`src/rtl/mem_arbiter_if.sv`:
```
// -----------------------------------------------------------------------------
// mem_arbiter_if
// Bundles every bus signal around the memory arbiter: the CPU instruction-fetch
// port, the CPU data port and the shared external memory port.
//
// Signal summary (names as seen from the arbiter):
//   Fetch port : i_rd_i, i_addr_i        -> o_data_in_i, o_valid_i
//   Data port  : i_rd_d, i_wr_d[3:0], i_addr_d, i_data_wr_d
//                                        -> o_data_rd_d, o_valid_d
//   Status     : o_err (qualifies o_valid_i / o_valid_d on a watchdog abort)
//   Memory     : o_mem_addr, o_mem_rd, o_mem_wr[3:0], o_mem_data_wr
//                                        <- i_mem_data_rd, i_mem_ack
//
// Modports:
//   slave  - the arbiter itself
//   master - the environment around it (CPU ports plus memory model)
// -----------------------------------------------------------------------------
interface mem_arbiter_if #(
  parameter int ADDR_WIDTH = 32
);
  localparam int DATA_W = 32;

  // Instruction-fetch port
  logic                  i_rd_i;
  logic [ADDR_WIDTH-1:0] i_addr_i;
  logic [DATA_W-1:0]     o_data_in_i;
  logic                  o_valid_i;

  // Data port
  logic                  i_rd_d;
  logic [3:0]            i_wr_d;
  logic [ADDR_WIDTH-1:0] i_addr_d;
  logic [DATA_W-1:0]     i_data_wr_d;
  logic [DATA_W-1:0]     o_data_rd_d;
  logic                  o_valid_d;

  // Abort status
  logic                  o_err;

  // Shared memory port
  logic [ADDR_WIDTH-1:0] o_mem_addr;
  logic                  o_mem_rd;
  logic [3:0]            o_mem_wr;
  logic [DATA_W-1:0]     o_mem_data_wr;
  logic [DATA_W-1:0]     i_mem_data_rd;
  logic                  i_mem_ack;

  modport slave (
    input  i_rd_i, i_addr_i,
    input  i_rd_d, i_wr_d, i_addr_d, i_data_wr_d,
    input  i_mem_data_rd, i_mem_ack,
    output o_data_in_i, o_valid_i,
    output o_data_rd_d, o_valid_d,
    output o_err,
    output o_mem_addr, o_mem_rd, o_mem_wr, o_mem_data_wr
  );

  modport master (
    output i_rd_i, i_addr_i,
    output i_rd_d, i_wr_d, i_addr_d, i_data_wr_d,
    output i_mem_data_rd, i_mem_ack,
    input  o_data_in_i, o_valid_i,
    input  o_data_rd_d, o_valid_d,
    input  o_err,
    input  o_mem_addr, o_mem_rd, o_mem_wr, o_mem_data_wr
  );
endinterface

```
`src/rtl/mem_arbiter.sv`:
```
// -----------------------------------------------------------------------------
// mem_arbiter
// Shares one external memory port between the CPU instruction-fetch port and
// the CPU data port. One transaction is in flight at a time; when both ports
// request in the same IDLE cycle the port that was not granted last wins.
// Memory strobes, address and write data are registered at grant and held
// until the memory acknowledges; the owner then gets a one-cycle valid pulse
// with its read data. A watchdog aborts a transaction that is never
// acknowledged and flags the abort on o_err alongside the valid pulse.
//
// Parameters:
//   ADDR_WIDTH - width of all address buses
//   TIMEOUT    - busy cycles allowed before abort; 0 disables the watchdog
//
// Ports:
//   i_clk - clock, all logic on the rising edge
//   i_rst - synchronous active-high reset
//   bus   - mem_arbiter_if.slave carrying the fetch, data and memory ports
// -----------------------------------------------------------------------------
module mem_arbiter #(
  parameter int ADDR_WIDTH = 32,
  parameter int TIMEOUT    = 255
) (
  input  logic         i_clk,
  input  logic         i_rst,
  mem_arbiter_if.slave bus
);

  localparam int DATA_W = 32;
  localparam int CNT_W  = (TIMEOUT > 1) ? $clog2(TIMEOUT + 1) : 1;
  // The abort fires on the TIMEOUT-th busy cycle, i.e. when the counter
  // (cleared at grant, +1 per unacknowledged busy cycle) sits at TIMEOUT-1.
  localparam logic [CNT_W-1:0] CNT_LAST = CNT_W'(TIMEOUT - 1);
  localparam bit WDOG_EN = (TIMEOUT > 0);

  typedef enum logic [1:0] {
    S_IDLE   = 2'd0,
    S_BUSY_I = 2'd1,
    S_BUSY_D = 2'd2
  } state_t;

  typedef enum logic {
    GNT_I = 1'b0,
    GNT_D = 1'b1
  } grant_t;

  // Control state
  state_t             state_q, state_d;
  grant_t             last_q, last_d;
  logic [CNT_W-1:0]   cnt_q, cnt_d;

  // Memory-side registers
  logic [ADDR_WIDTH-1:0] mem_addr_q, mem_addr_d;
  logic                  mem_rd_q, mem_rd_d;
  logic [3:0]            mem_wr_q, mem_wr_d;
  logic [DATA_W-1:0]     mem_wdata_q, mem_wdata_d;

  // CPU-side registers
  logic [DATA_W-1:0]     fetch_data_q, fetch_data_d;
  logic                  fetch_vld_q, fetch_vld_d;
  logic [DATA_W-1:0]     dport_data_q, dport_data_d;
  logic                  dport_vld_q, dport_vld_d;
  logic                  err_q, err_d;

  logic req_i;
  logic req_d;
  logic d_is_wr;
  logic pick_d;
  logic wdog_hit;

  assign req_i   = bus.i_rd_i;
  assign d_is_wr = |bus.i_wr_d;
  assign req_d   = bus.i_rd_d | d_is_wr;

  // Data wins when it is the only requester, or on a tie when fetch went last.
  assign pick_d  = req_d & (~req_i | (last_q == GNT_I));

  assign wdog_hit = WDOG_EN && (cnt_q == CNT_LAST);

  // ---------------------------------------------------------------------------
  // Next-state and output logic
  // ---------------------------------------------------------------------------
  always_comb begin
    state_d      = state_q;
    last_d       = last_q;
    cnt_d        = cnt_q;
    mem_addr_d   = mem_addr_q;
    mem_rd_d     = mem_rd_q;
    mem_wr_d     = mem_wr_q;
    mem_wdata_d  = mem_wdata_q;
    fetch_data_d = fetch_data_q;
    dport_data_d = dport_data_q;
    fetch_vld_d  = 1'b0;
    dport_vld_d  = 1'b0;
    err_d        = 1'b0;

    case (state_q)
      S_IDLE: begin
        // i_mem_ack is deliberately ignored here: nothing is outstanding.
        if (pick_d) begin
          state_d     = S_BUSY_D;
          last_d      = GNT_D;
          cnt_d       = '0;
          mem_addr_d  = bus.i_addr_d;
          // Any byte enable makes it a write, even with i_rd_d also high.
          mem_rd_d    = ~d_is_wr;
          mem_wr_d    = bus.i_wr_d;
          mem_wdata_d = bus.i_data_wr_d;
        end else if (req_i) begin
          state_d     = S_BUSY_I;
          last_d      = GNT_I;
          cnt_d       = '0;
          mem_addr_d  = bus.i_addr_i;
          mem_rd_d    = 1'b1;
          mem_wr_d    = 4'b0000;
          mem_wdata_d = '0;
        end
      end

      S_BUSY_I, S_BUSY_D: begin
        // Ack takes priority over a watchdog expiry in the same cycle.
        if (bus.i_mem_ack || wdog_hit) begin
          state_d     = S_IDLE;
          mem_addr_d  = '0;
          mem_rd_d    = 1'b0;
          mem_wr_d    = 4'b0000;
          mem_wdata_d = '0;
          err_d       = ~bus.i_mem_ack;
          if (state_q == S_BUSY_I) begin
            fetch_vld_d  = 1'b1;
            fetch_data_d = bus.i_mem_ack ? bus.i_mem_data_rd : '0;
          end else begin
            dport_vld_d  = 1'b1;
            // Writes and aborted accesses return zero on the data port.
            dport_data_d = (bus.i_mem_ack && mem_rd_q) ? bus.i_mem_data_rd : '0;
          end
        end else begin
          cnt_d = cnt_q + 1'b1;
        end
      end

      default: begin
        state_d     = S_IDLE;
        mem_addr_d  = '0;
        mem_rd_d    = 1'b0;
        mem_wr_d    = 4'b0000;
        mem_wdata_d = '0;
      end
    endcase
  end

  // ---------------------------------------------------------------------------
  // State register
  // ---------------------------------------------------------------------------
  always_ff @(posedge i_clk) begin
    if (i_rst) begin
      state_q      <= S_IDLE;
      last_q       <= GNT_I;
      cnt_q        <= '0;
      mem_addr_q   <= '0;
      mem_rd_q     <= 1'b0;
      mem_wr_q     <= 4'b0000;
      mem_wdata_q  <= '0;
      fetch_data_q <= '0;
      fetch_vld_q  <= 1'b0;
      dport_data_q <= '0;
      dport_vld_q  <= 1'b0;
      err_q        <= 1'b0;
    end else begin
      state_q      <= state_d;
      last_q       <= last_d;
      cnt_q        <= cnt_d;
      mem_addr_q   <= mem_addr_d;
      mem_rd_q     <= mem_rd_d;
      mem_wr_q     <= mem_wr_d;
      mem_wdata_q  <= mem_wdata_d;
      fetch_data_q <= fetch_data_d;
      fetch_vld_q  <= fetch_vld_d;
      dport_data_q <= dport_data_d;
      dport_vld_q  <= dport_vld_d;
      err_q        <= err_d;
    end
  end

  assign bus.o_data_in_i   = fetch_data_q;
  assign bus.o_valid_i     = fetch_vld_q;
  assign bus.o_data_rd_d   = dport_data_q;
  assign bus.o_valid_d     = dport_vld_q;
  assign bus.o_err         = err_q;
  assign bus.o_mem_addr    = mem_addr_q;
  assign bus.o_mem_rd      = mem_rd_q;
  assign bus.o_mem_wr      = mem_wr_q;
  assign bus.o_mem_data_wr = mem_wdata_q;

endmodule

```
`src/flat_wrapper.sv`:
```
// flat-port wrapper written by rule: the top's interface ports become plain ports
module mem_arbiter_flat 
#(
  parameter int ADDR_WIDTH = 32,
  parameter int TIMEOUT    = 255
)
  (i_clk, i_rst, bus_i_rd_i, bus_i_addr_i, bus_i_rd_d, bus_i_wr_d, bus_i_addr_d, bus_i_data_wr_d, bus_i_mem_data_rd, bus_i_mem_ack, bus_o_data_in_i, bus_o_valid_i, bus_o_data_rd_d, bus_o_valid_d, bus_o_err, bus_o_mem_addr, bus_o_mem_rd, bus_o_mem_wr, bus_o_mem_data_wr);
  mem_arbiter_if #(.ADDR_WIDTH(ADDR_WIDTH)) bus_i ();
  input  logic i_clk;
  input  logic i_rst;
  input wire logic [$bits(bus_i.i_rd_i)-1:0] bus_i_rd_i;
  input wire logic [$bits(bus_i.i_addr_i)-1:0] bus_i_addr_i;
  input wire logic [$bits(bus_i.i_rd_d)-1:0] bus_i_rd_d;
  input wire logic [$bits(bus_i.i_wr_d)-1:0] bus_i_wr_d;
  input wire logic [$bits(bus_i.i_addr_d)-1:0] bus_i_addr_d;
  input wire logic [$bits(bus_i.i_data_wr_d)-1:0] bus_i_data_wr_d;
  input wire logic [$bits(bus_i.i_mem_data_rd)-1:0] bus_i_mem_data_rd;
  input wire logic [$bits(bus_i.i_mem_ack)-1:0] bus_i_mem_ack;
  output wire logic [$bits(bus_i.o_data_in_i)-1:0] bus_o_data_in_i;
  output wire logic [$bits(bus_i.o_valid_i)-1:0] bus_o_valid_i;
  output wire logic [$bits(bus_i.o_data_rd_d)-1:0] bus_o_data_rd_d;
  output wire logic [$bits(bus_i.o_valid_d)-1:0] bus_o_valid_d;
  output wire logic [$bits(bus_i.o_err)-1:0] bus_o_err;
  output wire logic [$bits(bus_i.o_mem_addr)-1:0] bus_o_mem_addr;
  output wire logic [$bits(bus_i.o_mem_rd)-1:0] bus_o_mem_rd;
  output wire logic [$bits(bus_i.o_mem_wr)-1:0] bus_o_mem_wr;
  output wire logic [$bits(bus_i.o_mem_data_wr)-1:0] bus_o_mem_data_wr;
  assign bus_i.i_rd_i = bus_i_rd_i;
  assign bus_i.i_addr_i = bus_i_addr_i;
  assign bus_i.i_rd_d = bus_i_rd_d;
  assign bus_i.i_wr_d = bus_i_wr_d;
  assign bus_i.i_addr_d = bus_i_addr_d;
  assign bus_i.i_data_wr_d = bus_i_data_wr_d;
  assign bus_i.i_mem_data_rd = bus_i_mem_data_rd;
  assign bus_i.i_mem_ack = bus_i_mem_ack;
  assign bus_o_data_in_i = bus_i.o_data_in_i;
  assign bus_o_valid_i = bus_i.o_valid_i;
  assign bus_o_data_rd_d = bus_i.o_data_rd_d;
  assign bus_o_valid_d = bus_i.o_valid_d;
  assign bus_o_err = bus_i.o_err;
  assign bus_o_mem_addr = bus_i.o_mem_addr;
  assign bus_o_mem_rd = bus_i.o_mem_rd;
  assign bus_o_mem_wr = bus_i.o_mem_wr;
  assign bus_o_mem_data_wr = bus_i.o_mem_data_wr;
  mem_arbiter #(.ADDR_WIDTH(ADDR_WIDTH), .TIMEOUT(TIMEOUT)) u_core (.i_clk(i_clk), .i_rst(i_rst), .bus(bus_i));
endmodule
```
`config.mk`:
```
export PLATFORM = sky130hd
export DESIGN_NAME = mem_arbiter_flat
export DESIGN_NICKNAME = d
export VERILOG_FILES = /design/src/rtl/mem_arbiter_if.sv /design/src/rtl/mem_arbiter.sv /design/src/flat_wrapper.sv
export SDC_FILE = /design/constraint.sdc
export NUM_CORES = 1
export LEC_CHECK = 0
export CORE_MARGIN = 2
export CORE_UTILIZATION = 41
export DETAILED_ROUTE_END_ITERATION = 12
export GPL_TIMING_DRIVEN = 0
export PLACE_DENSITY_LB_ADDON = 0.12
export SLEW_MARGIN = 20
export SYNTH_ARGS = -nofsm -noshare
export SYNTH_HDL_FRONTEND = slang
export SYNTH_SLANG_ARGS = --single-unit
```
`constraint.sdc`:
```
create_clock -name i_clk -period 3.1 [get_ports i_clk]
set_input_delay 0.62 -clock i_clk [delete_from_list [all_inputs] [get_ports i_clk]]
set_output_delay 0.62 -clock i_clk [all_outputs]
set_load 0.05 [all_outputs]
```
==> out/qor.csv, run 1 <==
stage,metric,value,unit
setup_path,"Arr. time, crit path",3050,ps
setup_path,CP top delay family,simple AND/OR/NAND/NOR gates,
global_route,first-pass GRT wire length,28.2,mm
setup_path,CP bufs+invs,3,
sta,Slew @ Worst Pin,747,ps
logic_synthesis,ys async rst share,0,%
floorplan,Die W,122,um
drt,vias,5628,
floorplan,area of the core,13400,um2
drt,Via density,5.30,
clocking,Clock transition at path regs,60,ps
floorplan,initial core utilization,42.3,%
placed_design,Cells after DPL,1030,
setup_path,most frequent CP cell,clkbuf_1,
placed_design,HPWL Detailed,13.7,mm
floorplan,die area,14800,um2
clocking,clock root buffer,clkbuf_16,
logic_synthesis,Synth Flop Type,dfxtp_1,
setup_path,startpoint types,flip-flop,
global_route,GRT Total Usage,24.3,%
global_route,via count of the first global-routing pass,5682,
global_route,largest net degree at the start of global routing,17,
drt,met2 routed wirelength,9.19,mm
sta,worst hold slack,465,ps
logic_synthesis,Yosys warning count,0,
pwr,PD cells,611,nW/um2
floorplan,Rows,42,
clocking,post_cts resized,0,
pwr,VDD IR max,0.451,mV
final_layout,share of layout cells above drive strength 1,5.88,%
sta,final setup TNS,0,ps
setup_path,CP max FO,10,
logic_synthesis,sequential-to-total area share from yosys stat,51.9,%
sta,post-layout min period,2690,ps
drt,post-route ant nets,0,
logic_synthesis,Mapped Nets,727,
global_route,gr ovfl total,0,
sta,final setup fails,0,
final_layout,final non-filler cell total,1061,
drt,WL/cell,17.2,um
final_layout,post-route cell area,9140,um2
clocking,CTS tree,yes,
flow_run,Max-Cap Viols,0,
sta,Peak Freq,0.372,GHz
drt,initial DRC count,444,
clocking,cts hold-fix bufs,0,
clocking,# H-tree levels,4,
clocking,Num CTS Buffers,17,
clocking,clk buf depth,2,
logic_synthesis,Seq cells post-synth,147,
sta,crit share post-route,86.8,%
sta,Slew Limit Fails,0,
global_route,initial antenna violation count,0,
logic_synthesis,Synth Cell Area,5670,um2
sta,Final Hold Viols,0,
logic_synthesis,Synth cell types,42,
final_layout,n_diodes,0,
clocking,Skew-Pair Late Insertion Delay,420,ps
floorplan,io pins,273,
final_layout,Layout Nets,1016,
sta,Slew headroom,49.8,%
drt,Top Layer Used,met4,
floorplan,Die Height,122,um
pwr,Pleak,0.00318,uW
setup_path,Worst EP required,3460,ps
setup_path,worst path cell trace,"inv_1, ha_1, clkbuf_1, nor2b_1, o21ai_2, nor4b_4, clkbuf_1, a22o_1",
setup_path,slowest CP cell,nor4b_4,
logic_synthesis,number of flops mapped to enable cells by yosys,0,
placed_design,PortBufs,270,
drt,DRC viols,0,
sta,RSZ-0062 raised after global routing,no,
final_layout,P&R area growth vs syn,61.2,%
drt,routed wl met3,1.50,mm
setup_path,CP peak stage delay,630,ps
worst_hold_path,Worst Hold Class,reg2reg,
placed_design,placed cell area,8590,um2
pwr,total power after layout,5580,uW
logic_synthesis,Mapped Avg Cell Area,9.71,um2
logic_synthesis,Mapped Cells,584,
drt,Pre-Repair DR Iteration Count,5,
status,outcome,"complete, no violations",
clocking,# Post-CTS Setup Buffers,0,
drt,M1 WL,7.28,mm
setup_path,Setup crit end kind,flip-flop,
drt,total routed wirelength,18.3,mm
setup_path,critical path type,reg2reg,
clocking,CTS sink count,147,
sta,final worst clock skew,14.7,ps
placed_design,GPL Wtd Cong,0.864,
-- cell families (layout without fill, tap and decap cells) --
| group | count (synthesis) | in the layout | synth area share [%] |
|---|---|---|---|
| AO/OA/AOI/OAI | 228 | 228 | 26.2 |
| flip-flops | 147 | 147 | 51.9 |
| AND/OR/NAND/NOR | 103 | 103 | 9.75 |
| buffers and inverters | 68 | 369 | 5.18 |
| multiplexers | 32 | 32 | 5.65 |
| adder cells (fa/ha/maj) | 6 | 6 | 1.32 |
-- path summary, 6_finish.rpt --
check                                start                          end  slack, ps  depth (start not counted)
setup / recovery         u_core.state_q[0]  u_core.bus.o_mem_data_wr[3]        410                          8
hold / removal    u_core.bus.o_mem_addr[6]     u_core.bus.o_mem_addr[6]        470                          1
setup reg to reg         u_core.state_q[0]  u_core.bus.o_mem_data_wr[3]        410                          8
hold reg to reg   u_core.bus.o_mem_addr[6]     u_core.bus.o_mem_addr[6]        470                          1
-- sequential cells by signal, summed over array words and instances (netlist names), 2 cells and up --
signal / count
u_core.bus.o_data_rd_d: 32
u_core.bus.o_mem_data_wr: 32
u_core.state_q: 2
u_core.cnt_q: 8
u_core.bus.o_mem_addr: 32
u_core.bus.o_mem_wr: 4
u_core.bus.o_data_in_i: 32
-- report_power, final --
part           switching [uW]  internal [uW]  total [uW]
Sequential               89.2           2050        2140
Combinational            1000            591        1590
Clock                     760           1100        1860
Total                    1850           3740        5580
-- synth_stat cells, drive strengths merged, types with 3 or more instances --
cell type    n  area share [%]
dfxtp      147              52
a21oi       70             6.4
o21ai       67             6.0
clkbuf      42             2.8
nand2       40             2.6
a22o        36             5.6
nand4       34             3.8
mux2i       32             5.6
o2bb2ai     32             4.9
buf         17             1.8
inv          9            0.60
nand2b       7            0.77
ha           6             1.3
o32ai        4            0.62
a211oi       3            0.40
a221oi       3            0.46
a311oi       3            0.46
and2         3            0.33
nor2         3            0.20
-- layer usage --
layer / track usage, % / vias to the layer above
li1: - / 2737
met2: 42.6 / 249
met3: 7.82 / 24
met4: 8.48 / 0
met5: 0 / -
met1: 27.8 / 2618
-- stage by stage --
stage	utilization [%]	setup slack, ps
3_3_place_gp	64.1	166
2_1_floorplan	-	828
5_1_grt	68.2	213
4_1_cts	68.2	158
3_5_place_dp	64.1	18.4
6_report	68.2	410
-- layout make-up --
class	count	area, um2
Clock inverter	9	56.3
Sequential cell	147	2940
Multi-Input combinational cell	369	2440
Buffer	59	260
Clock buffer	22	484
Inverter	9	33.8
Timing Repair Buffer	270	2700
Fill cell	1059	4260
Tap cell	176	220
-- cells in the final DEF, fill, tap and decap left out, types with 3 or more instances in the layout --
master,instances
o32ai_1,4
clkbuf_8,4
clkinvlp_4,3
and2_1,3
clkbuf_1,43
o2bb2ai_1,32
inv_1,9
ha_1,6
a22o_1,36
buf_2,13
a311oi_1,3
nand2b_1,7
clkdlybuf4s50_1,270
a211oi_1,3
clkbuf_16,17
nand2_1,40
dfxtp_1,147
a221oi_1,3
o21ai_0,66
nor2_1,3
buf_6,3
clkinv_2,5
nand4_1,34
mux2i_1,32
a21oi_1,69
(Power assumes the default switching activity.)
==> run 2: changes to the inputs <==
Settings changed: REMOVE_ABC_BUFFERS set to 1.
==> run 2 against run 1 <==
Fmax down 3.3%. Sequential power is essentially flat. First-iteration DRC count is 27% lower. Critical endpoint is now bus_o_mem_rd. Non-clock buffer count fell by 46. Count of clock-buffer cells in the layout down 3. Combinational power barely moved. Core utilization rose by 0.81 points. Power increased by 7.1%. Critical path depth decreased by 7. Final area grew 1.2%. Global-route usage is 0.94 points higher. Largest power group is now the clock network. Clock power grew 20%.
==> out/qor.csv, run 2 (synthesis gave the netlist of run 1 again) <==
stage,metric,value,unit,change
worst_hold_path,worst hold stages,1,,unchanged
pwr,PD cells,646,nW/um2,+5.9%
placed_design,PortBufs,272,,+0.74%
clocking,Skew-Pair Late Insertion Delay,430,ps,about the same
global_route,initial antenna violation count,0,,unchanged
setup_path,worst path cell trace,clkdlybuf4s50_1,,
sta,Slew Limit Fails,0,,unchanged
sta,setup ws final,318,ps,-91.4 ps
clocking,# Post-CTS Setup Buffers,0,,unchanged
final_layout,P&R area growth vs syn,63.1,%,
sta,Slew @ Worst Pin,960,ps,+213 ps
final_layout,fin util,69.0,%,+0.81 points
setup_path,Worst EP required,2480,ps,-980 ps
clocking,clk buf depth,2,,unchanged
worst_hold_path,min-delay src,u_core.bus.o_mem_addr[14],,
sta,Slew headroom,35.9,%,-14 points
global_route,gr ovfl total,0,,unchanged
setup_path,CP top delay family,buffers and inverters,,
floorplan,area of the core,13400,um2,unchanged
global_route,first-pass GRT wire length,29.0,mm,+3.0%
floorplan,Die Height,122,um,unchanged
global_route,via count of the first global-routing pass,5636,,-0.81%
setup_path,R2R Setup Slk,360,ps,-50 ps
setup_path,CP bufs+invs,1,,-2
drt,post-route ant nets,0,,unchanged
pwr,Pleak,0.00321,uW,+0.75%
status,outcome,"complete, no violations",,
clocking,Num CTS Buffers,17,,unchanged
pwr,VDD IR max,0.395,mV,-12%
sta,final setup fails,0,,unchanged
setup_path,Critical R2R Launch,u_core.cnt_q[0],,
clocking,# H-tree levels,4,,unchanged
clocking,clock root buffer,clkbuf_16,,
final_layout,share of layout cells above drive strength 1,6.43,%,+0.55 points
sta,crit share post-route,89.7,%,+2.9 points
final_layout,Layout Nets,970,,-4.5%
drt,DRC viols,0,,unchanged
final_layout,"commonest non-fill, non-tap cell in the layout",clkdlybuf4s50_1,,
placed_design,GPL Wtd Cong,0.832,,-3.7%
setup_path,"Arr. time, crit path",2160,ps,-890 ps
floorplan,initial core utilization,42.3,%,unchanged
flow_run,Max-Cap Viols,0,,unchanged
setup_path,CP peak stage delay,930,ps,+300 ps
sta,worst hold slack,462,ps,-3.52 ps
clocking,cts hold-fix bufs,0,,unchanged
pwr,total power after layout,5980,uW,+7.1%
floorplan,io pins,273,,unchanged
worst_hold_path,Worst Hold Class,reg2reg,,
placed_design,post-placement setup slack,-87.6,ps,-106 ps
setup_path,slowest CP cell,clkdlybuf4s50_1,,
clocking,post_cts resized,0,,unchanged
setup_path,startpoint types,flip-flop,,
clocking,CTS tree,yes,,
drt,Via density,5.53,,+4.3%
setup_path,worst r2r dst,u_core.bus.o_mem_data_wr[31],,
drt,initial DRC count,322,,-27%
setup_path,Worst Setup SP,u_core.bus.o_mem_rd,,
setup_path,critical path depth,1,,-7
sta,RSZ-0062 raised after global routing,no,,
floorplan,Rows,42,,unchanged
final_layout,# fillers,1038,,-2.0%
sta,final worst clock skew,11.0,ps,-3.72 ps
drt,total routed wirelength,18.7,mm,+2.1%
floorplan,Die W,122,um,unchanged
final_layout,multi-input gate area in the final layout,2480,um2,+1.4%
floorplan,die area,14800,um2,unchanged
setup_path,Setup crit end kind,output pin,,
sta,post-layout min period,2780,ps,+91.4 ps
drt,WL/cell,18.4,um,+6.6%
sta,Peak Freq,0.359,GHz,-3.3%
sta,Final Hold Viols,0,,unchanged
final_layout,n_diodes,0,,unchanged
final_layout,"commonest cells after routing, fill and taps aside","270 x clkdlybuf4s50_1, 146 x dfxtp_1, 69 x a21oi_1, 65 x o21ai_0, 40 x nand2_1",,
global_route,GRT Total Usage,25.2,%,+0.94 points
setup_path,critical path type,reg2out,,
clocking,Clock transition at path regs,60,ps,about the same
setup_path,r2r worst-path depth,7,,-1
drt,Pre-Repair DR Iteration Count,6,,+1
final_layout,Reg area,2940,um2,about the same
clocking,CTS sink count,147,,unchanged
global_route,largest net degree at the start of global routing,54,,+37
setup_path,CP max FO,34,,+24
placed_design,HPWL Detailed,13.2,mm,-3.8%
drt,vias,5623,,-0.089%
worst_hold_path,Hold EP,u_core.bus.o_mem_addr[14],,
-- run 2: worst max path at each step --
| stage | endpoint | slack [ps] |
|---|---|---|
| 2_1_floorplan | u_core.bus.o_mem_data_wr[0] | -3210 |
| 3_3_place_gp | u_core.bus.o_mem_data_wr[22] | -5570 |
| 3_5_place_dp | u_core.bus.o_mem_data_wr[6] | -90 |
| 4_1_cts | bus_o_mem_rd | 330 |
| 5_1_grt | u_core.bus.o_mem_data_wr[31] | 120 |
| 6_report | bus_o_mem_rd | 320 |
-- run 2: area by class of cell --
cell class                      count  area share, %
Timing Repair Buffer              283           31.7
Clock buffer                       19           4.68
Clock inverter                     13           2.24
Tap cell                          176           2.38
Multi-Input combinational cell    369           26.8
Inverter                            9          0.365
Sequential cell                   147           31.8
-- run 2: report_power, final --
group | total, uW | internal [uW] | switching, uW | leakage, uW
sequential | 2160 | 2050 | 108 | 0.00120
combinational | 1600 | 615 | 982 | 0.00171
clock | 2230 | 1430 | 801 | 0.000300
total | 5980 | 4090 | 1890 | 0.00321
-- run 2: per-stage QoR --
| stage | std cells | area [um2] | setup TNS (ps) |
|---|---|---|---|
| 2_1_floorplan | 525 | 5410 | -189210 |
| 3_3_place_gp | 973 | 8350 | -521520 |
| 3_5_place_dp | 984 | 8610 | -4120 |
| 4_1_cts | 1016 | 9250 | 0 |
| 5_1_grt | 1016 | 9250 | 0 |
| 6_report | 1016 | 9250 | 0 |
-- run 2: per-layer routing --
layer | vias to the layer above | part of all wire (%) | GRT usage [%]
met3 | 28 | 10 | 9.46
met2 | 293 | 48 | 42.6
met1 | 2649 | 39 | 29.0
li1 | 2653 | - | -
met5 | - | 0 | 0
met4 | 0 | 2.2 | 9.84
-- run 2: worst register-to-register path: cells and delay by family, from the launching register on --
family                     cells  cell delay [ps]
adders and majority gates      1              230
AOI/OAI and AO/OA              2              720
DFF                            1              340
and+or+nand+nor                2             1020
buffers and inverters          2              380
